`src/rtl/alu_seq_pkg.sv`:
```
// Shared types and constants for the ALU op sequencer: state encoding,
// opcode values, IR field positions and ALU one-hot bit indices.
package alu_seq_pkg;

    typedef enum logic [2:0] {IDLE, T0, T1, T2, T3, T4, T5} state_t;

    localparam logic [4:0] OP_ADD = 5'b00011;
    localparam logic [4:0] OP_SUB = 5'b00100;
    localparam logic [4:0] OP_SHR = 5'b00101;
    localparam logic [4:0] OP_SHL = 5'b00110;
    localparam logic [4:0] OP_ROR = 5'b00111;
    localparam logic [4:0] OP_ROL = 5'b01000;
    localparam logic [4:0] OP_AND = 5'b01001;
    localparam logic [4:0] OP_OR  = 5'b01010;

    // IR field positions: op[31:27] Ra[26:23] Rb[22:19] Rc[18:15]
    localparam int OP_MSB    = 31;
    localparam int RA_LSB    = 23;
    localparam int RB_LSB    = 19;
    localparam int RC_LSB    = 15;
    localparam int REG_IDX_W = 4;

    // Bit positions inside alu_sel
    localparam int ALU_ADD = 0;
    localparam int ALU_SUB = 1;
    localparam int ALU_SHR = 2;
    localparam int ALU_SHL = 3;
    localparam int ALU_ROR = 4;
    localparam int ALU_ROL = 5;
    localparam int ALU_AND = 6;
    localparam int ALU_OR  = 7;

    // Only the register-register ALU ops are executed by this sequencer
    function automatic logic op_legal(input logic [4:0] op);
        return (op >= OP_ADD) && (op <= OP_OR);
    endfunction

endpackage

```
`src/rtl/alu_op_sequencer_if.sv`:
```
// Bundle between the IR/memory side and the datapath control inputs.
// master drives start/run/mem_ready/ir; slave is the sequencer.
interface alu_op_sequencer_if #(parameter int NUM_REGS = 16);
    logic                start;
    logic                run;
    logic                mem_ready;
    logic [31:0]         ir;
    logic                PCout, Zlowout, MDRout, MARin, Zin, PCin;
    logic                MDRin, IRin, Yin, IncPC, Read;
    logic [NUM_REGS-1:0] reg_in;
    logic [NUM_REGS-1:0] reg_out;
    logic [7:0]          alu_sel;
    logic                busy, done, illegal, bus_err;

    modport master (
        output start, run, mem_ready, ir,
        input  PCout, Zlowout, MDRout, MARin, Zin, PCin, MDRin, IRin, Yin, IncPC, Read,
        input  reg_in, reg_out, alu_sel, busy, done, illegal, bus_err
    );

    modport slave (
        input  start, run, mem_ready, ir,
        output PCout, Zlowout, MDRout, MARin, Zin, PCin, MDRin, IRin, Yin, IncPC, Read,
        output reg_in, reg_out, alu_sel, busy, done, illegal, bus_err
    );
endinterface

```
`src/rtl/alu_op_sequencer_reg_sel_decoder.sv`:
```
// 4-bit register field to one-hot select. Indices beyond NUM_REGS decode to
// all-zero and raise out_of_range (independent of en, so callers can use it
// for legality checks without creating a feedback path through en).
module reg_sel_decoder
    import alu_seq_pkg::*;
#(
    parameter int NUM_REGS = 16
) (
    input  logic [REG_IDX_W-1:0] idx,
    input  logic                 en,
    output logic [NUM_REGS-1:0]  onehot,
    output logic                 out_of_range
);

    // Range flag and one-hot expansion
    always_comb begin
        out_of_range = (32'(idx) >= NUM_REGS);
        onehot       = '0;
        for (int i = 0; i < NUM_REGS; i++)
            onehot[i] = en && (idx == REG_IDX_W'(i));
    end

endmodule

```
`src/rtl/alu_op_sequencer.sv`:
```
// Hardwired T0..T5 control sequencer: fetch one instruction over a
// mem_ready handshake, then execute a register-register ALU op.
module alu_op_sequencer
    import alu_seq_pkg::*;
#(
    parameter int NUM_REGS    = 16,
    parameter int OPCODE_W    = 5,
    parameter int MEM_TIMEOUT = 15
) (
    input  logic                Clock,
    input  logic                Reset_n,
    alu_op_sequencer_if.slave   bus
);

    localparam int CW = $clog2(MEM_TIMEOUT + 1);

    state_t                state, next;
    logic [CW-1:0]         count;
    logic                  bus_err_q;
    logic                  timeout_hit;
    logic [OPCODE_W-1:0]   op;
    logic [REG_IDX_W-1:0]  ra, rb, rc, rd_idx;
    logic                  ra_oor, rd_oor, rc_oor, legal;
    logic [NUM_REGS-1:0]   wr_hot, rd_hot;
    logic                  unused_ir;

    assign op        = bus.ir[OP_MSB -: OPCODE_W];
    assign ra        = bus.ir[RA_LSB +: REG_IDX_W];
    assign rb        = bus.ir[RB_LSB +: REG_IDX_W];
    assign rc        = bus.ir[RC_LSB +: REG_IDX_W];
    assign unused_ir = ^bus.ir[RC_LSB-1:0];

    assign rc_oor      = (32'(rc) >= NUM_REGS);
    // rd_oor reflects Rb here because the read decoder selects Rb in T3
    assign legal       = op_legal(5'(op)) && !ra_oor && !rd_oor && !rc_oor;
    assign timeout_hit = !bus.mem_ready && (count == CW'(MEM_TIMEOUT));

    // Read port: Rb drives the bus in T3 (into Y), Rc in T4 (into the ALU)
    assign rd_idx = (state == T4) ? rc : rb;

    reg_sel_decoder #(.NUM_REGS(NUM_REGS)) u_wr_dec (
        .idx          (ra),
        .en           (state == T5),
        .onehot       (wr_hot),
        .out_of_range (ra_oor)
    );

    reg_sel_decoder #(.NUM_REGS(NUM_REGS)) u_rd_dec (
        .idx          (rd_idx),
        .en           ((state == T3) || (state == T4)),
        .onehot       (rd_hot),
        .out_of_range (rd_oor)
    );

    assign bus.reg_in  = wr_hot;
    assign bus.reg_out = (state == T3 && !legal) ? '0 : rd_hot;
    assign bus.busy    = (state != IDLE);
    assign bus.bus_err = bus_err_q;

    // State register
    always_ff @(posedge Clock or negedge Reset_n) begin
        if (!Reset_n) state <= IDLE;
        else          state <= next;
    end

    // T1 wait counter; cleared whenever we are not waiting in T1
    always_ff @(posedge Clock or negedge Reset_n) begin
        if (!Reset_n)
            count <= '0;
        else if (state == T1 && !bus.mem_ready && count != CW'(MEM_TIMEOUT))
            count <= count + 1'b1;
        else
            count <= '0;
    end

    // bus_err is a registered pulse, seen in the IDLE cycle after the abort
    always_ff @(posedge Clock or negedge Reset_n) begin
        if (!Reset_n) bus_err_q <= 1'b0;
        else          bus_err_q <= (state == T1) && timeout_hit;
    end

    // Next-state and strobe decode
    always_comb begin
        next        = state;
        bus.PCout   = 1'b0;
        bus.Zlowout = 1'b0;
        bus.MDRout  = 1'b0;
        bus.MARin   = 1'b0;
        bus.Zin     = 1'b0;
        bus.PCin    = 1'b0;
        bus.MDRin   = 1'b0;
        bus.IRin    = 1'b0;
        bus.Yin     = 1'b0;
        bus.IncPC   = 1'b0;
        bus.Read    = 1'b0;
        bus.alu_sel = '0;
        bus.done    = 1'b0;
        bus.illegal = 1'b0;
        unique case (state)
            IDLE: if (bus.start) next = T0;
            T0: begin
                bus.PCout = 1'b1;
                bus.MARin = 1'b1;
                bus.IncPC = 1'b1;
                bus.Zin   = 1'b1;
                next      = T1;
            end
            T1: begin
                bus.Zlowout = 1'b1;
                bus.Read    = 1'b1;
                bus.MDRin   = 1'b1;
                // PC is written back once; later wait cycles only hold the read
                bus.PCin    = (count == '0);
                if (bus.mem_ready)  next = T2;
                else if (timeout_hit) next = IDLE;
            end
            T2: begin
                bus.MDRout = 1'b1;
                bus.IRin   = 1'b1;
                next       = T3;
            end
            T3: begin
                if (legal) begin
                    bus.Yin = 1'b1;
                    next    = T4;
                end else begin
                    bus.illegal = 1'b1;
                    next        = IDLE;
                end
            end
            T4: begin
                bus.Zin     = 1'b1;
                bus.alu_sel = 8'b1 << 3'(5'(op) - OP_ADD);
                next        = T5;
            end
            T5: begin
                bus.Zlowout = 1'b1;
                bus.done    = 1'b1;
                next        = bus.run ? T0 : IDLE;
            end
            default: next = IDLE;
        endcase
    end

endmodule

```
`src/flat_wrapper.sv`:
```
// flat-port wrapper written by rule: the top's interface ports become plain ports
module alu_op_sequencer_flat import alu_seq_pkg::*;
#(
    parameter int NUM_REGS    = 16,
    parameter int OPCODE_W    = 5,
    parameter int MEM_TIMEOUT = 15
)
  (Clock, Reset_n, bus_start, bus_run, bus_mem_ready, bus_ir, bus_PCout, bus_Zlowout, bus_MDRout, bus_MARin, bus_Zin, bus_PCin, bus_MDRin, bus_IRin, bus_Yin, bus_IncPC, bus_Read, bus_reg_in, bus_reg_out, bus_alu_sel, bus_busy, bus_done, bus_illegal, bus_bus_err);
  alu_op_sequencer_if #(.NUM_REGS(NUM_REGS)) bus_i ();
  input  logic Clock;
  input  logic Reset_n;
  input wire logic [$bits(bus_i.start)-1:0] bus_start;
  input wire logic [$bits(bus_i.run)-1:0] bus_run;
  input wire logic [$bits(bus_i.mem_ready)-1:0] bus_mem_ready;
  input wire logic [$bits(bus_i.ir)-1:0] bus_ir;
  output wire logic [$bits(bus_i.PCout)-1:0] bus_PCout;
  output wire logic [$bits(bus_i.Zlowout)-1:0] bus_Zlowout;
  output wire logic [$bits(bus_i.MDRout)-1:0] bus_MDRout;
  output wire logic [$bits(bus_i.MARin)-1:0] bus_MARin;
  output wire logic [$bits(bus_i.Zin)-1:0] bus_Zin;
  output wire logic [$bits(bus_i.PCin)-1:0] bus_PCin;
  output wire logic [$bits(bus_i.MDRin)-1:0] bus_MDRin;
  output wire logic [$bits(bus_i.IRin)-1:0] bus_IRin;
  output wire logic [$bits(bus_i.Yin)-1:0] bus_Yin;
  output wire logic [$bits(bus_i.IncPC)-1:0] bus_IncPC;
  output wire logic [$bits(bus_i.Read)-1:0] bus_Read;
  output wire logic [$bits(bus_i.reg_in)-1:0] bus_reg_in;
  output wire logic [$bits(bus_i.reg_out)-1:0] bus_reg_out;
  output wire logic [$bits(bus_i.alu_sel)-1:0] bus_alu_sel;
  output wire logic [$bits(bus_i.busy)-1:0] bus_busy;
  output wire logic [$bits(bus_i.done)-1:0] bus_done;
  output wire logic [$bits(bus_i.illegal)-1:0] bus_illegal;
  output wire logic [$bits(bus_i.bus_err)-1:0] bus_bus_err;
  assign bus_i.start = bus_start;
  assign bus_i.run = bus_run;
  assign bus_i.mem_ready = bus_mem_ready;
  assign bus_i.ir = bus_ir;
  assign bus_PCout = bus_i.PCout;
  assign bus_Zlowout = bus_i.Zlowout;
  assign bus_MDRout = bus_i.MDRout;
  assign bus_MARin = bus_i.MARin;
  assign bus_Zin = bus_i.Zin;
  assign bus_PCin = bus_i.PCin;
  assign bus_MDRin = bus_i.MDRin;
  assign bus_IRin = bus_i.IRin;
  assign bus_Yin = bus_i.Yin;
  assign bus_IncPC = bus_i.IncPC;
  assign bus_Read = bus_i.Read;
  assign bus_reg_in = bus_i.reg_in;
  assign bus_reg_out = bus_i.reg_out;
  assign bus_alu_sel = bus_i.alu_sel;
  assign bus_busy = bus_i.busy;
  assign bus_done = bus_i.done;
  assign bus_illegal = bus_i.illegal;
  assign bus_bus_err = bus_i.bus_err;
  alu_op_sequencer #(.NUM_REGS(NUM_REGS), .OPCODE_W(OPCODE_W), .MEM_TIMEOUT(MEM_TIMEOUT)) u_core (.Clock(Clock), .Reset_n(Reset_n), .bus(bus_i));
endmodule
```
`config.mk`:
```
export PLATFORM = sky130hd
export DESIGN_NAME = alu_op_sequencer_flat
export DESIGN_NICKNAME = d
export VERILOG_FILES = /design/src/rtl/alu_seq_pkg.sv /design/src/rtl/alu_op_sequencer_if.sv /design/src/rtl/alu_op_sequencer_reg_sel_decoder.sv /design/src/rtl/alu_op_sequencer.sv /design/src/flat_wrapper.sv
export SDC_FILE = /design/constraint.sdc
export NUM_CORES = 1
export LEC_CHECK = 0
export ABC_AREA = 1
export CAP_MARGIN = 20
export CORE_MARGIN = 2
export CORE_UTILIZATION = 34
export DETAILED_ROUTE_END_ITERATION = 10
export PLACE_DENSITY = 0.95
export SLEW_MARGIN = 0
export SYNTH_ARGS = -nofsm -noshare
export SYNTH_HDL_FRONTEND = slang
export SYNTH_HIERARCHICAL = 1
export SYNTH_SLANG_ARGS = --single-unit
```
`constraint.sdc`:
```
create_clock -name Clock -period 4.15 [get_ports Clock]
set_input_delay 0.83 -clock Clock [delete_from_list [all_inputs] [get_ports Clock]]
set_output_delay 0.83 -clock Clock [all_outputs]
set_load 0.005 [all_outputs]
```
# Word level (Yosys, flattened, before mapping)
# Index checks and enable logic that the tools add are counted.
dict set report word_totals {
  input_bits 37
  latch_bits 0
  out_inout_bits 55
  mem_count 0
  regBits 8
  ram_bits 0
  romBits 0
}
dict set report classes {
  muxes 21
  shift 1
  multipliers 0
  bitwise_logic 0
  div_mod_pow 0
  eq_ne 40
  add_sub_neg 2
  reduce_logical 49
  order_cmp 2
}
# op count
set ops {}
lappend ops {{4-bit equality test, second input constant} 17}
lappend ops {{1-bit logical AND} 38}
lappend ops {{4-bit by 3-bit equality test with 1-bit output, second input constant} 8}
lappend ops {{3-bit one-hot mux with 7 select lines} 1}
lappend ops {{4-bit by 2-bit equality test with 1-bit output, second input constant} 4}
lappend ops {{16-bit two-way mux} 1}
lappend ops {{4-bit logical NOT} 3}
lappend ops {{1-bit two-way mux} 12}
lappend ops {{3-bit two-way mux} 4}
lappend ops {{3-bit equality test, second input constant} 3}
lappend ops {{4-bit by 1-bit equality test with 1-bit output, second input constant} 2}
lappend ops {{4-bit two-way mux} 2}
lappend ops {{8-bit two-way mux} 1}
lappend ops {{1-bit by 3-bit << shifter with 8-bit output, first input constant} 1}
lappend ops {{3-bit by 2-bit equality test with 1-bit output, second input constant} 2}
lappend ops {{5-bit by 2-bit greater-or-equal comparator with 1-bit output, second input constant} 1}
lappend ops {{5-bit by 4-bit <= comparator with 1-bit output, second input constant} 1}
lappend ops {{4-bit by 1-bit adder with 4-bit output, second input constant} 1}
lappend ops {{4-bit inequality test, second input constant} 1}
lappend ops {{2-bit OR reduction} 2}
lappend ops {{3-bit by 1-bit equality test with 1-bit output, second input constant} 1}
lappend ops {{3-bit logical NOT} 1}
lappend ops {{3-bit by 2-bit inequality test with 1-bit output, second input constant} 1}
lappend ops {{3-bit nonzero test} 1}
lappend ops {{other kinds (5)} 6}

# Logic depth before layout (Yosys ltp)
dict set report depth {
  depth_word 5
  depth_mapped 10
  ltp_nobuf 9
}

# Modules after synthesis
# Netlist, hierarchy kept.
# mod cells_each area_per_inst_um2 instances
set modules_own_cells {}
lappend modules_own_cells {alu_op_sequencer 124 787.0 1}
lappend modules_own_cells {reg_sel_decoder 35 140.1 2}

# Worst setup path before layout
# Ideal clock, no wire load.
dict set report synth_timing {
  kind {input to output}
  start {input port bus_ir[20]}
  end {output port bus_reg_out[0]}
  required_ns 3.320
  path_stages 6
  slack_ns 1.744
  arrival_time_ns 1.576
  path_cell_list {mux2_2 > nor2_1 > nand2_1 > nor2_1 > inv_1 > nor2_1}
}
dict set report synth_via {
  elab_chain_len 4
}
# element line
set synth_rtl {}
lappend synth_rtl {{from (decl)} flat_wrapper.sv:15} ;# input wire logic [$bits(bus_i.ir)-1:0] bus_ir;
lappend synth_rtl {{4-bit two-way mux} alu_op_sequencer.sv:39} ;# assign rd_idx = (state == T4) ? rc : rb;
lappend synth_rtl {{4-bit logical NOT} alu_op_sequencer_reg_sel_decoder.sv:20} ;# onehot[i] = en && (idx == REG_IDX_W'(i));
lappend synth_rtl {{1-bit logical AND} alu_op_sequencer_reg_sel_decoder.sv:20}
lappend synth_rtl {{net u_core.rd_hot[0]} alu_op_sequencer.sv:24} ;# logic [NUM_REGS-1:0] wr_hot, rd_hot;
lappend synth_rtl {{16-bit two-way mux} alu_op_sequencer.sv:56} ;# assign bus.reg_out = (state == T3 && !legal) ? '0 : rd_hot;
lappend synth_rtl {{to (decl)} flat_wrapper.sv:28} ;# output wire logic [$bits(bus_i.reg_out)-1:0] bus_reg_out;
# The timed path passes the listed nets, and every way through them passes these cells.

# Worst setup path in the final report
dict set report layout_timing {
  start {input port bus_ir[28]}
  end {output port bus_alu_sel[6]}
}
dict set report layout_via {
  elab_chain_len 3
}
# element line
set layout_rtl {}
lappend layout_rtl {{3-bit by 2-bit subtractor with 3-bit output} alu_op_sequencer.sv:133} ;# bus.alu_sel = 8'b1 << 3'(5'(op) - OP_ADD);
lappend layout_rtl {{1-bit by 3-bit << shifter with 8-bit output} alu_op_sequencer.sv:133}
lappend layout_rtl {{8-bit two-way mux} alu_op_sequencer.sv:99} ;# unique case (state)
lappend layout_rtl {{to (decl)} flat_wrapper.sv:29} ;# output wire logic [$bits(bus_i.alu_sel)-1:0] bus_alu_sel;
# Every way passes these cells.

==> reports/qor.yml <==
min_path:
  min-delay-path-class: "reg -> reg"
critical_path:
  cp.required_ns: 3.32
  setup.worst_path.end_class: "output port"
  cp-endpoint: "bus_alu_sel[6]"
  critPathLaunch: "bus_ir[28]"
  r2r_cells: 5
  start_kind: "primary input"
  worstPathMaxFanout: 4
  r2r_slack_ns: 2.74
  worst_r2r_startpoint: "u_core/state[1]"
  reg2reg_to: "u_core/state[0]"
  worstPathArrival_ns: 2.63
  worstSetupPathType: "in -> out"
global_routing:
  antenna_found_initial: 0
  grt_overflow: 0
  grt_max_degree: 18
  track_usage_pct: 17.2
  grt_pass1_vias: 1207
  grt_pass1_wl_um: 4810
logic_synthesis:
  synth-edff-count: 0
  netlist_area_mm2: 0.00107
  ys_seq_area_share_pct: 18.8
  synth-seq-cells: 8
  synth_nets: 235
  syn_avg_cell_area_um2: 5.50
  synth-async-reset-ratio_pct: 100
  yosysUniqueCellTypes: 23
  yosysWarnings: 6
  synthCells: 194
  synth_ff_type: "dfrtp_1"
placement:
  hpwl_um: 2530
  gp_congestion: 0.823
  placed_cells: 306
  dp_slack_ns: 0.691
  dpl_cell_area_mm2: 0.00183
  port_buffers: 76
route:
  remaining_drc_errors: 0
  totalWireLength_um: 2970
  via_per_inst: 4.43
  wl_per_cell_um: 9.61
  drt_iter0_markers: 33
  vias: 1370
  ant_nets: 0
  drtPass1Iterations: 6
die:
  dieArea_mm2: 0.00360
  initial_core_util_pct: 35.2
  core_mm2: 0.00303
  ios: 92
  fp-row-count: 20
  die_x_um: 60.0
  die_h_um: 60.0
run_status:
  outcome: "finished, final reports clean"
clock_tree:
  cts_setup_buffers: 0
  htree_num_levels: 1
  clockBufferDepth: 2
  cts_resized: 0
  cts-root-buf: "clkbuf_4"
  ctsHoldBuffers: 0
  cts_tree: "built"
  cts.sinks: 8
  clkTransAtPathRegs_ns: 0.05
  clk-insertion-delay-late_ns: 0.25
  cts_buffers: 3
pwr:
  seqPwrFrac_pct: 23.1
  p_int_mw: 0.309
  leakage_nw: 0.803
  power.density_mw_per_mm2: 286
  net-switching-power_mw: 0.219
  comb_power_share_pct: 65.8
  finalPower_mw: 0.528
  clockPowerShare_pct: 11.1
  sw_frac_of_total_pct: 41.5
  ir_worst_vdd_uv: 147
cells_and_area:
  area_growth_pct: 73.2
  utilization_pct: 61.0
  post-route-cell-area_mm2: 0.00185
  nets: 308
  drive_above_1_share_pct: 4.53
  antenna_cells: 0
  final_cells: 309
run:
  maxCapViolCount: 0
timing:
  finalCritPeriodShare_pct: 83.3
  fmax_mhz: 289
  period_needed_ns: 3.46
  setup_viol: 0
  timing.hold.ws_ns: 0.497
  fin_ws_ns: 0.695
  skew_ns: 0.00549
  setup_tns_ns: 0
  rsz0062_at_grt: "false"
  hold_viol: 0
  drv_slew: 0
[cells by family after synthesis]
logic type                 count (synthesis)  synth area share [%]
and+or+nand+nor                          118                  47.1
buffers and inverters                     54                  21.6
DFF                                        8                  18.8
adders and majority gates                  4                  4.69
muxes                                      4                  4.57
other                                      2                 0.704
AOI/OAI and AO/OA                          2                 0.937
xor gates and xnor gates                   2                  1.64
[power groups by stage]
| stage | Clock, mW | Sequential [mW] | Combinational (mW) |
|---|---|---|---|
| finish | 0.0587 | 0.122 | 0.348 |
| global route | 0.0657 | 0.127 | 0.386 |
| CTS | 0.0609 | 0.122 | 0.350 |
| detailed placement | 0 | 0.123 | 0.349 |
| global placement | 0 | 0.122 | 0.340 |
| floorplan | 0 | 0.119 | 0.197 |
[worst min-delay path by stage]
stage | start | to | slack (ns) | depth (start not counted)
2_1_floorplan | u_core/count[0] | u_core/count[0] | 0.45 | 1
3_5_place_dp | u_core/count[0] | u_core/count[0] | 0.48 | 1
6_report | u_core/count[0] | u_core/count[0] | 0.50 | 1
5_1_grt | u_core/count[0] | u_core/count[0] | 0.51 | 1
4_1_cts | u_core/count[0] | u_core/count[0] | 0.49 | 1
3_3_place_gp | u_core/count[0] | u_core/count[0] | 0.48 | 1
[cell usage in the layout, fill, tap and decap left out]
cell type        instances
nand2_1                 25
nor3_1                   9
conb_1                   2
nand4_1                  2
clkdlybuf4s50_1         76
dfrtp_1                  8
nand3_1                 14
ha_1                     4
nand2_2                  1
xor2_1                   1
mux2_2                   3
a21oi_1                  1
nor3_2                   1
inv_2                    2
nor2_4                   1
xnor2_1                  1
and3_1                   1
inv_1                   44
o21ai_0                  1
nor2_1                  62
mux2_4                   1
nand3b_1                 2
clkbuf_4                 3
[worst max-delay path: stages]
cell	delay [ns]
clkdlybuf4s50_1	0.44
nand2_1	0.12
inv_1	0.06
ha_1	0.34
inv_1	0.10
nor3_1	0.20
clkdlybuf4s50_1	0.53
[cells in the mapped netlist (2+ instances only)]
master / n / area, µm²
buf_4: 7 / 52.6
conb_1: 2 / 7.51
dfrtp_1: 8 / 200
ha_1: 4 / 50.1
inv_1: 44 / 165
inv_2: 2 / 7.51
mux2_2: 3 / 33.8
nand2_1: 25 / 93.8
nand3_1: 14 / 70.1
nand3b_1: 2 / 15.0
nand4_1: 2 / 12.5
nor2_1: 62 / 233
nor3_1: 9 / 45.0
[registers in the layout (all words and copies together) (netlist names)]
register and flops:
u_core/state 3, u_core/bus.bus_err 1, u_core/count 4
[routing by layer]
| metal | up-vias | share of wire, % | GRT usage, % |
|---|---|---|---|
| met5 | - | 0 | 0 |
| met4 | 0 | 0.51 | 2.86 |
| met3 | 4 | 12 | 6.06 |
| met2 | 75 | 48 | 33.4 |
| met1 | 579 | 39 | 17.6 |
| li1 | 712 | - | - |
[cell type report]
class | instances | area [µm²]
fillers | 277 | 1180
repair buffers | 76 | 761
multi-input cells | 132 | 637
flip-flops and latches | 8 | 200
inverters | 46 | 173
well taps | 44 | 55.1
clock buffers | 3 | 22.5
(Power assumes the default switching activity.)
==> patch (same settings) <==
Make the reset (`Reset_n`) synchronous in 3 clocked blocks.
--- a/src/rtl/alu_op_sequencer.sv
+++ b/src/rtl/alu_op_sequencer.sv
@@ -59,5 +59,5 @@
 
     // State register
-    always_ff @(posedge Clock or negedge Reset_n) begin
+    always_ff @(posedge Clock) begin
         if (!Reset_n) state <= IDLE;
         else          state <= next;
@@ -65,5 +65,5 @@
 
     // T1 wait counter; cleared whenever we are not waiting in T1
-    always_ff @(posedge Clock or negedge Reset_n) begin
+    always_ff @(posedge Clock) begin
         if (!Reset_n)
             count <= '0;
@@ -75,5 +75,5 @@
 
     // bus_err is a registered pulse, seen in the IDLE cycle after the abort
-    always_ff @(posedge Clock or negedge Reset_n) begin
+    always_ff @(posedge Clock) begin
         if (!Reset_n) bus_err_q <= 1'b0;
         else          bus_err_q <= (state == T1) && timeout_hit;
Function: differs if Reset_n is asserted again (counterexample within 4 cycles, from zero or initial values and one cycle with Reset_n low); with Reset_n held inactive, the same outputs for 10 cycles.
==> patch against the unedited design <==
Synthesized cell count rose by 6.7%. Maximum frequency decreased by 2.2%. Design area grew 2.2%. Non-clock buffer count unchanged. Area after synthesis up 4.5%. Critical path depth grew 1. Global-route usage increased by 0.36 points. Worst setup slack worse by 0.078 ns. Die area rose by 4.2%. Routed wire length up 9.3%. Final cell count is 4.2% higher. Sequential cell count did not move. Sequential share of layout area decreased by 2.4 points.
Power is not compared: it rests on default switching activity, and its combinational part moved more than twofold at a synthesized area within 25%.
==> patch: results (changes against the unedited design) <==
* Asr flop ratio synth at 0% (-100 points)
* Layout cell share with drive strength beyond 1 at 7.194% (+2.7 points)
* Reg2reg end: u_core/state[0]$_SDFFE_PN0P_
* Clock Skews at 0.005229 ns (-0.0002612 ns)
* Crit path capture: bus_reg_out[8]
* GPL Wtd Cong at 0.8516 (+3.5%)
* Hold path start: u_core/count[0]$_SDFF_PN0_
* Post-DP HPWL at 2815 um (+11%)
* Initial DRT Pass Iterations at 5 (-1)
* XOR/XNOR Fraction of Synth Area at 1.571% (-0.070 points)
* Crit-path max FO at 6 (+2)
* Sequential-to-total area share from yosys stat at 14.37% (-4.4 points)
* Max incr delay on CP at 0.51 ns (-0.02 ns)
* Die area at 3753 sq um (+4.2%)
* Crit path from: bus_ir[20]
* Flop2flop setup slack at 2.94 ns (+0.20 ns)
* Crit path DAT at 2.70 ns (+0.07 ns)
* Outcome: complete, no violations
* Prevailing post-synth register cell: dfxtp_1
* Total Wirelength at 3246 um (+9.3%)
* Reg-to-Reg Start: u_core/count[0]$_SDFF_PN0_
* First-pass GRT wire length at 5030 um (+4.6%)
* Syn nets at 248 (+5.5%)
* Area after DPL at 1867 sq um (+2.3%)
* Filler cells at 294 (+6.1%)
* Starting DRC count in detailed routing at 24 (-27%)
==> patch: cell count changes in the layout (fill, tap and decap cells not counted), moves of 2 or more <==
cell      before  now
nor3_1         9    7
inv_2          2    4
mux2_2         3    0
mux2_1         0    4
dfxtp_1        0    8
nand2_1       25   29
inv_1         44   47
nor2_2         0    5
nor2_4         1    3
dfrtp_1        8    0
nand3b_1       2    0
==> patch: cell families (layout without fill, tap and decap cells) <==
family | Yosys count | after routing
compound gates | 1 | 1
simple gates | 127 | 127
fa+ha+maj | 4 | 4
flops | 8 | 8
mux | 4 | 4
xor+xnor | 2 | 2
other cells | 2 | 2
buf+inv | 59 | 130
==> patch: report_power, final <==
group,switching (W),internal (W),total [W],leakage [nW]
combinational,0.0000820,0.0000913,0.000173,0.721
clock,0.0000253,0.0000330,0.0000583,0.0138
sequential,0.0000118,0.0000834,0.0000953,0.0649
total,0.000119,0.000208,0.000327,0.800
==> patch: worst min path at each step <==
| stage | endpoint | slack (ns) |
|---|---|---|
| 5_1_grt | u_core/count[0]$_SDFF_PN0_ | 0.51 |
| 2_1_floorplan | u_core/count[0]$_SDFF_PN0_ | 0.44 |
| 4_1_cts | u_core/count[0]$_SDFF_PN0_ | 0.48 |
| 3_5_place_dp | u_core/count[0]$_SDFF_PN0_ | 0.47 |
| 3_3_place_gp | u_core/count[0]$_SDFF_PN0_ | 0.46 |
| 6_report | u_core/count[0]$_SDFF_PN0_ | 0.48 |
==> patch: layout make-up <==
type	count	area (sq um)	share of cell area (%)
multi-input cells	140	699.4	37.02
flip-flops and latches	8	160.2	8.477
repair buffers	76	760.7	40.26
clock buffers	3	22.52	1.192
well taps	44	55.05	2.914
inverters	51	191.4	10.13
==> patch: per-stage QoR <==
stage / hold WS, ns / worst slack, ns / instances / utilization (%)
finish: 0.4811 / 0.6161 / 322 / 61.38
global route: 0.5073 / 0.4998 / 322 / 61.38
CTS: 0.4834 / 0.6351 / 322 / 61.38
detailed placement: 0.4713 / 0.6358 / 319 / 60.65
global placement: 0.4574 / 0.7181 / 319 / 60.65
floorplan: 0.4390 / 1.680 / 207 / -
==> patch: worst reg2reg max path: stages, from the launching register on <==
cell and delay [ns]:
dfxtp_1 0.40, ha_1 0.21, nand3_1 0.12, nand2_1 0.15, nor2_4 0.05, nor2_1 0.09
nand2_1 0.07, nor2_2 0.07
==> patch: metal layers <==
metal  up-vias  track usage (%)  routed length, um
li1        746                -                  -
met1       617            19.22               1299
met2        33            33.89               1796
met3         2            2.311                140
met4         0            6.522                 10
met5         -                0                  0
